## src/rtl/execute_stage.sv

```systemverilog
// EX stage of the 5-stage MIPS pipeline: operand forwarding, 32-bit ALU, iterative mul/div with HI/LO, EX/MEM register.
// Optional feature macro: EX_OVERFLOW_TRAP_EN adds o_ovf and suppresses regWrite on signed ADD/SUB overflow.
module execute_stage #(
  parameter int NB_DATA = 32,
  parameter int NB_REG  = 5,
  parameter int MD_CYC  = 32
) (
  input  logic               clk,
  input  logic               i_rst_n,
  input  logic               i_halt,
  input  logic               i_flush,
  input  logic [NB_DATA-1:0] i_rs_data,
  input  logic [NB_DATA-1:0] i_rt_data,
  input  logic [NB_DATA-1:0] i_imm,
  input  logic [4:0]         i_shamt,
  input  logic [3:0]         i_alu_op,
  input  logic               i_alu_src,
  input  logic [1:0]         i_hilo_sel,
  input  logic [1:0]         i_fwd_a,
  input  logic [1:0]         i_fwd_b,
  input  logic [NB_DATA-1:0] i_mem_fwd,
  input  logic [NB_DATA-1:0] i_wb_fwd,
  input  logic [NB_REG-1:0]  i_reg2write,
  input  logic [1:0]         i_width,
  input  logic               i_sign_flag,
  input  logic               i_mem2reg,
  input  logic               i_memRead,
  input  logic               i_memWrite,
  input  logic               i_regWrite,
  output logic [NB_DATA-1:0] o_result,
  output logic [NB_DATA-1:0] o_data4Mem,
  output logic [NB_REG-1:0]  o_reg2write,
  output logic [1:0]         o_width,
  output logic               o_sign_flag,
  output logic               o_mem2reg,
  output logic               o_memRead,
  output logic               o_memWrite,
  output logic               o_regWrite,
`ifdef EX_OVERFLOW_TRAP_EN
  output logic               o_ovf,
`endif
  output logic               o_busy
);

  localparam int NB_CNT = (MD_CYC > 1) ? $clog2(MD_CYC) : 1;
  localparam logic [NB_CNT-1:0] LAST_CNT = NB_CNT'(MD_CYC - 1);

  typedef enum logic [1:0] {MD_IDLE, MD_RUN, MD_DONE} mdState_t;

  mdState_t                 r_state, w_nextState;
  logic [2*NB_DATA-1:0]     r_acc, w_step, w_prod;
  logic [NB_DATA-1:0]       r_opARaw, r_opBMag, r_hi, r_lo;
  logic [NB_CNT-1:0]        r_cnt;
  logic                     r_negA, r_negB, r_isDiv;

  logic [NB_DATA-1:0]       w_a, w_rtFwd, w_b, w_sum, w_diff, w_aluRes, w_exResult;
  logic [NB_DATA-1:0]       w_aMag, w_bMag, w_remSub, w_mdHi, w_mdLo;
  logic [NB_DATA:0]         w_mulSum, w_remSh;
  logic                     w_isMd, w_readsHiLo, w_start, w_negA, w_negB, w_regWriteEn;

  always_comb begin
    case (i_fwd_a)
      2'b01:   w_a = i_mem_fwd;
      2'b10:   w_a = i_wb_fwd;
      default: w_a = i_rs_data;
    endcase
    case (i_fwd_b)
      2'b01:   w_rtFwd = i_mem_fwd;
      2'b10:   w_rtFwd = i_wb_fwd;
      default: w_rtFwd = i_rt_data;
    endcase
  end

  assign w_b         = i_alu_src ? i_imm : w_rtFwd;
  assign w_sum       = w_a + w_b;
  assign w_diff      = w_a - w_b;
  assign w_isMd      = (i_alu_op[3:2] == 2'b11);
  assign w_readsHiLo = (i_hilo_sel == 2'b01) || (i_hilo_sel == 2'b10);
  assign o_busy      = (r_state != MD_IDLE) && (w_readsHiLo || w_isMd);
  assign w_start     = (r_state == MD_IDLE) && w_isMd && !i_flush;

  always_comb begin
    w_aluRes = '0;
    case (i_alu_op)
      4'h0: w_aluRes = w_sum;
      4'h1: w_aluRes = w_diff;
      4'h2: w_aluRes = w_a & w_b;
      4'h3: w_aluRes = w_a | w_b;
      4'h4: w_aluRes = w_a ^ w_b;
      4'h5: w_aluRes = ~(w_a | w_b);
      4'h6: w_aluRes = {{(NB_DATA-1){1'b0}}, ($signed(w_a) < $signed(w_b))};
      4'h7: w_aluRes = {{(NB_DATA-1){1'b0}}, (w_a < w_b)};
      4'h8: w_aluRes = w_b << i_shamt;
      4'h9: w_aluRes = w_b >> i_shamt;
      4'hA: w_aluRes = $signed(w_b) >>> i_shamt;
      4'hB: w_aluRes = {i_imm[NB_DATA/2-1:0], {(NB_DATA/2){1'b0}}};
      default: w_aluRes = '0;
    endcase
  end

  assign w_exResult = (i_hilo_sel == 2'b01) ? r_hi :
                      (i_hilo_sel == 2'b10) ? r_lo : w_aluRes;

`ifdef EX_OVERFLOW_TRAP_EN
  logic w_ovf;
  assign w_ovf = !w_readsHiLo &&
                 (((i_alu_op == 4'h0) && (w_a[NB_DATA-1] == w_b[NB_DATA-1]) &&
                   (w_sum[NB_DATA-1] != w_a[NB_DATA-1])) ||
                  ((i_alu_op == 4'h1) && (w_a[NB_DATA-1] != w_b[NB_DATA-1]) &&
                   (w_diff[NB_DATA-1] != w_a[NB_DATA-1])));
  assign w_regWriteEn = i_regWrite && !w_isMd && !w_ovf;
`else
  assign w_regWriteEn = i_regWrite && !w_isMd;
`endif

  always_ff @(posedge clk or negedge i_rst_n) begin
    if (!i_rst_n) begin
      o_result    <= '0;
      o_data4Mem  <= '0;
      o_reg2write <= '0;
      o_width     <= '0;
      o_sign_flag <= 1'b0;
      o_mem2reg   <= 1'b0;
      o_memRead   <= 1'b0;
      o_memWrite  <= 1'b0;
      o_regWrite  <= 1'b0;
`ifdef EX_OVERFLOW_TRAP_EN
      o_ovf       <= 1'b0;
`endif
    end else if (!i_halt) begin
      o_result    <= w_exResult;
      o_data4Mem  <= w_rtFwd;
      o_reg2write <= i_reg2write;
      o_width     <= i_width;
      o_sign_flag <= i_sign_flag;
      o_mem2reg   <= i_mem2reg;
      if (i_flush || o_busy) begin
        o_memRead  <= 1'b0;
        o_memWrite <= 1'b0;
        o_regWrite <= 1'b0;
`ifdef EX_OVERFLOW_TRAP_EN
        o_ovf      <= 1'b0;
`endif
      end else begin
        o_memRead  <= i_memRead && !w_isMd;
        o_memWrite <= i_memWrite && !w_isMd;
        o_regWrite <= w_regWriteEn;
`ifdef EX_OVERFLOW_TRAP_EN
        o_ovf      <= w_ovf;
`endif
      end
    end
  end

  // Signed ops iterate on magnitudes; the sign is restored in DONE.
  assign w_negA = !i_alu_op[0] && w_a[NB_DATA-1];
  assign w_negB = !i_alu_op[0] && w_rtFwd[NB_DATA-1];
  assign w_aMag = w_negA ? -w_a : w_a;
  assign w_bMag = w_negB ? -w_rtFwd : w_rtFwd;

  assign w_mulSum = {1'b0, r_acc[2*NB_DATA-1:NB_DATA]} + (r_acc[0] ? {1'b0, r_opBMag} : '0);
  assign w_remSh  = r_acc[2*NB_DATA-1:NB_DATA-1];
  assign w_remSub = w_remSh[NB_DATA-1:0] - r_opBMag;

  always_comb begin
    w_step = r_acc;
    if (!r_isDiv)
      w_step = {w_mulSum, r_acc[NB_DATA-1:1]};
    else if (w_remSh >= {1'b0, r_opBMag})
      w_step = {w_remSub, r_acc[NB_DATA-2:0], 1'b1};
    else
      w_step = {w_remSh[NB_DATA-1:0], r_acc[NB_DATA-2:0], 1'b0};
  end

  always_comb begin
    w_prod = (r_negA ^ r_negB) ? -r_acc : r_acc;
    w_mdHi = w_prod[2*NB_DATA-1:NB_DATA];
    w_mdLo = w_prod[NB_DATA-1:0];
    if (r_isDiv) begin
      if (r_opBMag == '0) begin
        w_mdLo = '1;
        w_mdHi = r_opARaw;
      end else begin
        w_mdLo = (r_negA ^ r_negB) ? -r_acc[NB_DATA-1:0] : r_acc[NB_DATA-1:0];
        w_mdHi = r_negA ? -r_acc[2*NB_DATA-1:NB_DATA] : r_acc[2*NB_DATA-1:NB_DATA];
      end
    end
  end

  always_comb begin
    w_nextState = r_state;
    case (r_state)
      MD_IDLE: if (w_start) w_nextState = MD_RUN;
      MD_RUN:  if (r_cnt == LAST_CNT) w_nextState = MD_DONE;
      MD_DONE: w_nextState = MD_IDLE;
      default: w_nextState = MD_IDLE;
    endcase
  end

  always_ff @(posedge clk or negedge i_rst_n) begin
    if (!i_rst_n)    r_state <= MD_IDLE;
    else if (!i_halt) r_state <= w_nextState;
  end

  always_ff @(posedge clk or negedge i_rst_n) begin
    if (!i_rst_n) begin
      r_acc    <= '0;
      r_cnt    <= '0;
      r_hi     <= '0;
      r_lo     <= '0;
      r_opARaw <= '0;
      r_opBMag <= '0;
      r_negA   <= 1'b0;
      r_negB   <= 1'b0;
      r_isDiv  <= 1'b0;
    end else if (!i_halt) begin
      case (r_state)
        MD_IDLE: if (w_start) begin
          r_acc    <= {{NB_DATA{1'b0}}, w_aMag};
          r_opBMag <= w_bMag;
          r_opARaw <= w_a;
          r_negA   <= w_negA;
          r_negB   <= w_negB;
          r_isDiv  <= i_alu_op[1];
          r_cnt    <= '0;
        end
        MD_RUN: begin
          r_acc <= w_step;
          r_cnt <= (r_cnt == LAST_CNT) ? '0 : r_cnt + NB_CNT'(1);
        end
        MD_DONE: begin
          r_hi <= w_mdHi;
          r_lo <= w_mdLo;
        end
        default: ;
      endcase
    end
  end

endmodule

```

## config.mk

```make
export PLATFORM = sky130hd
export DESIGN_NAME = execute_stage
export DESIGN_NICKNAME = d
export VERILOG_FILES = /design/src/rtl/execute_stage.sv
export SDC_FILE = /design/constraint.sdc
export NUM_CORES = 2
export LEC_CHECK = 0
export CORE_AREA = 2 2 282 284
export DETAILED_ROUTE_END_ITERATION = 8
export DIE_AREA = 0 0 284 286
export PLACE_DENSITY = 0.58
export SYNTH_ARGS = -nofsm -noshare
export SYNTH_HDL_FRONTEND = slang
export SYNTH_SLANG_ARGS = --single-unit
```

## constraint.sdc

```tcl
create_clock -name clk -period 6.1 [get_ports clk]
set_input_delay 1.22 -clock clk [delete_from_list [all_inputs] [get_ports clk]]
set_output_delay 1.22 -clock clk [all_outputs]
set_load 0.01 [all_outputs]
```

* Yosys cells after proc, flatten, opt, wreduce, memory -nomap -nowiden
Index checks and enable logic that the tools add are counted.
** Word-level totals
- Register bits after elaboration :: 278
- Input bits :: 192
- Output and inout port bits :: 77
** Cells by class
- Add/sub/neg operators :: 10
- Order comparisons :: 3
- Equality and inequality tests :: 23
- Shift-type cells :: 3
- Multiplexer cells :: 29
- Bitwise logic cells :: 6
- Reductions and logical operators :: 23
** Operator list (count)
- $mux W32 :: 12
- $pmux W32 S12 :: 1
- $mux W64 :: 4
- $neg A32 Y32 :: 4
- $pmux W32 S2 :: 2
- $pmux W64 S2 :: 1
- $lt A32 B32 Y1 :: 2
- $neg A64 Y64 :: 1
- $sub A32 B32 Y32 :: 2
- $add A32 B32 Y33 :: 1
- $ge A33 B32 Y1 :: 1
- $add A32 B32 Y32 :: 1
- $and A32 B32 Y32 :: 1
- $logic_not A32 Y1 :: 1
- $not A32 Y32 :: 1
- $or A32 B32 Y32 :: 1
- $shl A32 B5 Y32 :: 1
- $shr A32 B5 Y32 :: 1
- $sshr A32 B5 Y32 :: 1
- $xor A32 B32 Y32 :: 1
- $eq A4 B3 Y1 const B :: 4
- $eq A4 B4 Y1 const B :: 4
- $eq A2 B2 Y1 const B :: 5
- $mux W5 :: 2
- 20 further kinds :: 42

* Logic depth before layout (Yosys ltp)
- Depth in word-level cells :: 8
- Gate-level depth with buffers :: 20
- Gate-level depth less buffers :: 17

* Least setup slack after synthesis
Ideal clock, no wire load.
- Kind :: input-to-reg
- Start point :: input port i_fwd_b[0]
- End point :: register o_result[29]
- Data arrival time :: 5352 ps
- Data required time :: 5996 ps
- Slack :: 644 ps
- Stages :: 19
- Path buffers :: 3
- Cells stage by stage :: inv_1 -> ha_1 -> buf_4 -> buf_4 -> clkbuf_1 -> o21ai_0 -> inv_1 -> o21ai_0 -> inv_1 -> ha_1 -> a211oi_1 -> o21bai_1 -> a211o_1 -> o21ai_0 -> a211oi_1 -> o31ai_1 -> nor4b_1 -> nor2_1 -> o311ai_1
** On the way
- Word-level cells in the longest chain between the ends :: 8
- Elaborated cells between the ends (all ways) :: 16
** RTL lines
- from (decl) :: line 20 : input logic [1:0] i_fwd_b,
- $eq A2 B2 Y1 or $eq A2 B1 Y1 (tied branches) :: line 67 : case (i_fwd_b)
- $pmux W32 S2 (*) :: line 67
- $mux W32 (*) :: line 74 : assign w_b = i_alu_src ? i_imm : w_rtFwd;
- branches (longest 2 deep; another with $sub A32 B32 Y32)
- $pmux W32 S12 (*) :: line 84 : case (i_alu_op)
- $mux W32 (*) :: line 102 : (i_hilo_sel == 2'b10) ? r_lo : w_aluRes;
- $mux W32 (*) :: line 101 : assign w_exResult = (i_hilo_sel == 2'b01) ? r_hi :
- to (signal assigned) :: line 131 : o_result <= w_exResult;
- to (decl) :: line 30 : output logic [NB_DATA-1:0] o_result,
Mark *: on every way between the ends.
A chain may end at the register's enable or synchronous reset.

* Final worst setup path
- Start point :: input port i_fwd_b[0]
- End point :: register o_result[25]
Same word-level chain as after synthesis.

==> metrics.md <==
| Metric | Value |
|---|---|
| Outcome | completed |
| Initial core utilization | 39.6% |
| Syn avg cell area | 7.61 sq um |
| IO Pins | 269 |
| Pwr dens | 362 mW/mm^2 |
| Critical Path, Cell by Cell | clkdlybuf4s50_1 > inv_1 > ha_2 > buf_4 > a221o_1 > nand2_1 > o21bai_1 > inv_1 > ha_1 > a2111oi_0 > buf_4 > nand3_1 > a2111oi_0 > a31oi_1 > o21ba_2 |
| Cell Rows | 103 |
| Antenna Nets Post-Route | 0 |
| Die Y | 286 um |
| Worst-path clk slew | 0.06 ns |
| P_leak | 0.0160 uW |
| Largest net degree at the start of global routing | 113 |
| Layout cells sized above 1 | 12.1% |
| Die X | 284 um |
| RSZ-0062 raised after global routing | no |
| Seq/Total Area, Yosys | 22.4% |
| Area contributors post-synth | dfrtp_1 22%, ha_1 7.2%, o21ai_0 6.6%, a21oi_1 5.3%, nand2_1 5.1% |
| Critical path class | input pin to register |
| FMAX | 170 MHz |
| # H-tree levels | 2 |
| Critical Path AT | 6.33 ns |
| Overall routing resource usage | 41.1% |
| Antenna violations before repair | 14 |
| Port buffer count | 268 |
| CTS Root Cell | clkbuf_16 |
| Grt total ovfl | 0 |
| Fillcell total | 8021 |
| Netlist cell types | 98 |
| Iter 0 DRT Violations | 4624 |
| Vias in the first global route | 33700 |
| Clk_skew | 0.0210 ns |
| YS warnings | 0 |
| Final setup viols | 0 |
| Post-Syn Nets | 4457 |
| Vias per cell | 6.54 |
| Synth Register Bits | 278 |
| Post-Syn Instances | 4082 |
| First-pass GRT wire length | 245000 um |
| Top-area cell type share of the netlist area | 22.4% |
| Skew-Pair Late Insertion Delay | 0.58 ns |
| WP data required | 6.56 ns |
| Via count | 35700 |
| Max Transition Viols Final | 0 |
| Crit-path max FO | 30 |
| Most common cell after layout, fill and taps aside | nand2_1 |
| Worst Setup End Kind | register |
| Wirelength per Cell | 31.6 um |
| Num Clock Sinks | 278 |
| Worst Hold Margin | 0.484 ns |
| Asr flop ratio synth | 100% |
| Setup Fix Bufs, Post-CTS | 0 |
| DRC | 0 |
| Seq. cell area | 0.00696 sq mm |
| Area of the multi-input gates | 0.0222 sq mm |
| NumNets Final | 4761 |
| Synth area leader | dfrtp_1 |
| Most frequent cells in the layout | 418 x nand2_1, 412 x o21ai_0, 358 x nor2_1 |
| Clock buffer depth | 3 |
| DP HPWL | 138000 um |
| Tcrit/Tclk final | 96.3% |
| GP Congestion | 1.06 |
| CTS Buf Count | 36 |
| Worst Hold Class | register to register |
| Min Tclk post-route | 5.88 ns |
| Crit-path max cell delay | 0.85 ns |
| Die ar. | 0.0812 sq mm |
| Synth Cell Area | 0.0311 sq mm |
| CTS tree | done |
| Router iterations before antenna repair | 6 |
| Hold Fails Final Rpt | 0 |
| Max-cap violations | 0 |
| Slowest CP cell | a2111oi_0 |
| CP startpoint kind | input pin |
| Worst vdd ir | 0.000260 V |
| Worst slew pin tran | 1.22 ns |
| Area of the core | 0.0784 sq mm |
| Total Power | 13600 uW |
| Slew headroom | 18.3% |
| EDFF count, synth | 0 |
| Area Overhead vs Synth | 20.7% |
| Final WL | 173000 um |
| Main flop type after synthesis | dfrtp_1 |
## area by class of cell
cell class / count / area share (%)
Tap cell: 1050 / 3.50
Multi-Input combinational cell: 3305 / 59.2
Clock buffer: 51 / 2.74
Sequential cell: 278 / 18.6
Timing Repair Buffer: 579 / 13.6
Inverter: 186 / 1.86
Antenna cell: 2 / 0.0133
Clock inverter: 13 / 0.477
## Yosys cell counts, types with 32 or more instances
cell / n
dfrtp_1: 278
nand2_1: 418
nor2_1: 361
a21o_1: 47
ha_1: 179
a31oi_1: 54
nand2b_1: 62
a22oi_1: 53
a221o_1: 49
buf_1: 35
o31ai_1: 54
o211ai_1: 45
mux4_2: 42
xor2_1: 95
a211oi_1: 60
nor2b_1: 40
o21ai_0: 412
nor4_1: 32
inv_1: 181
nor3_1: 88
a21oi_1: 331
xnor2_1: 111
mux2i_1: 101
clkbuf_1: 235
nand3_1: 58
a221oi_1: 57
## registers in the layout, indices dropped and copies added, names as in the netlist, 2 cells and up
signal / cells
r_acc: 64
o_data4Mem: 32
o_result: 32
r_hi: 32
r_lo: 32
r_opARaw: 32
r_opBMag: 32
o_reg2write: 5
r_cnt: 5
o_width: 2
r_state: 2
## final timing paths
path | end | depth (start not counted) | start | slack, ns
worst max-delay path | o_result[25] | 15 | i_fwd_b[0] | 0.22
worst min-delay path | r_opARaw[28] | 2 | r_opARaw[28] | 0.48
worst max register to register | r_acc[55] | 14 | r_acc[0] | 1.57
worst min register to register | r_opARaw[28] | 2 | r_opARaw[28] | 0.48
max in group asynchronous | r_hi[12] | 2 | i_rst_n | 4.36
min in group asynchronous | r_opBMag[31] | 1 | i_rst_n | 0.64
## per-stage QoR
step	cells	cell area (sq um)	TNS, ns	worst slack, ns	utilization [%]
floorplan	4082	31100	0	0.644	-
global placement	5398	36300	-0.554	-0.115	46.3
detailed placement	5398	36300	-0.981	-0.187	46.3
CTS	5462	37500	0	0.383	47.8
global route	5463	37500	0	0.0751	47.9
finish	5464	37500	0	0.225	47.9
## where the power goes
group	leakage (uW)	switching (uW)	total [uW]	internal [uW]
Sequential	0.00363	792	3070	2280
Combinational	0.0118	4980	8250	3260
Clock	0.000587	952	2260	1310
Total	0.0160	6730	13600	6850
## critical path, delay by kind of cell
| kind | cells | cell delay, ns |
|---|---|---|
| fa+ha+maj | 2 | 0.78 |
| compound gates | 6 | 2.73 |
| buf+inv | 5 | 1.37 |
| simple gates | 2 | 0.22 |
## per-layer routing
layer	share of wire [%]	GRT usage, %
met5	0.059	0
met1	39	51.8
met3	9.6	9.12
met4	7.8	26.3
met2	43	63.8
## cell families after synthesis
group,synth area share (%)
simple gates,18.5
flops,22.4
fa+ha+maj,7.47
xor+xnor,5.81
mux,7.42
compound gates,32.0
buf+inv,6.41
## repair_timing
item,CTS,global route
setup endpoints to repair,0,4
endpoints found under the hold margin,0,0
hold buffers,0,0
gates resized for setup,0,2
No activity file was read; power rests on OpenSTA's default activity.
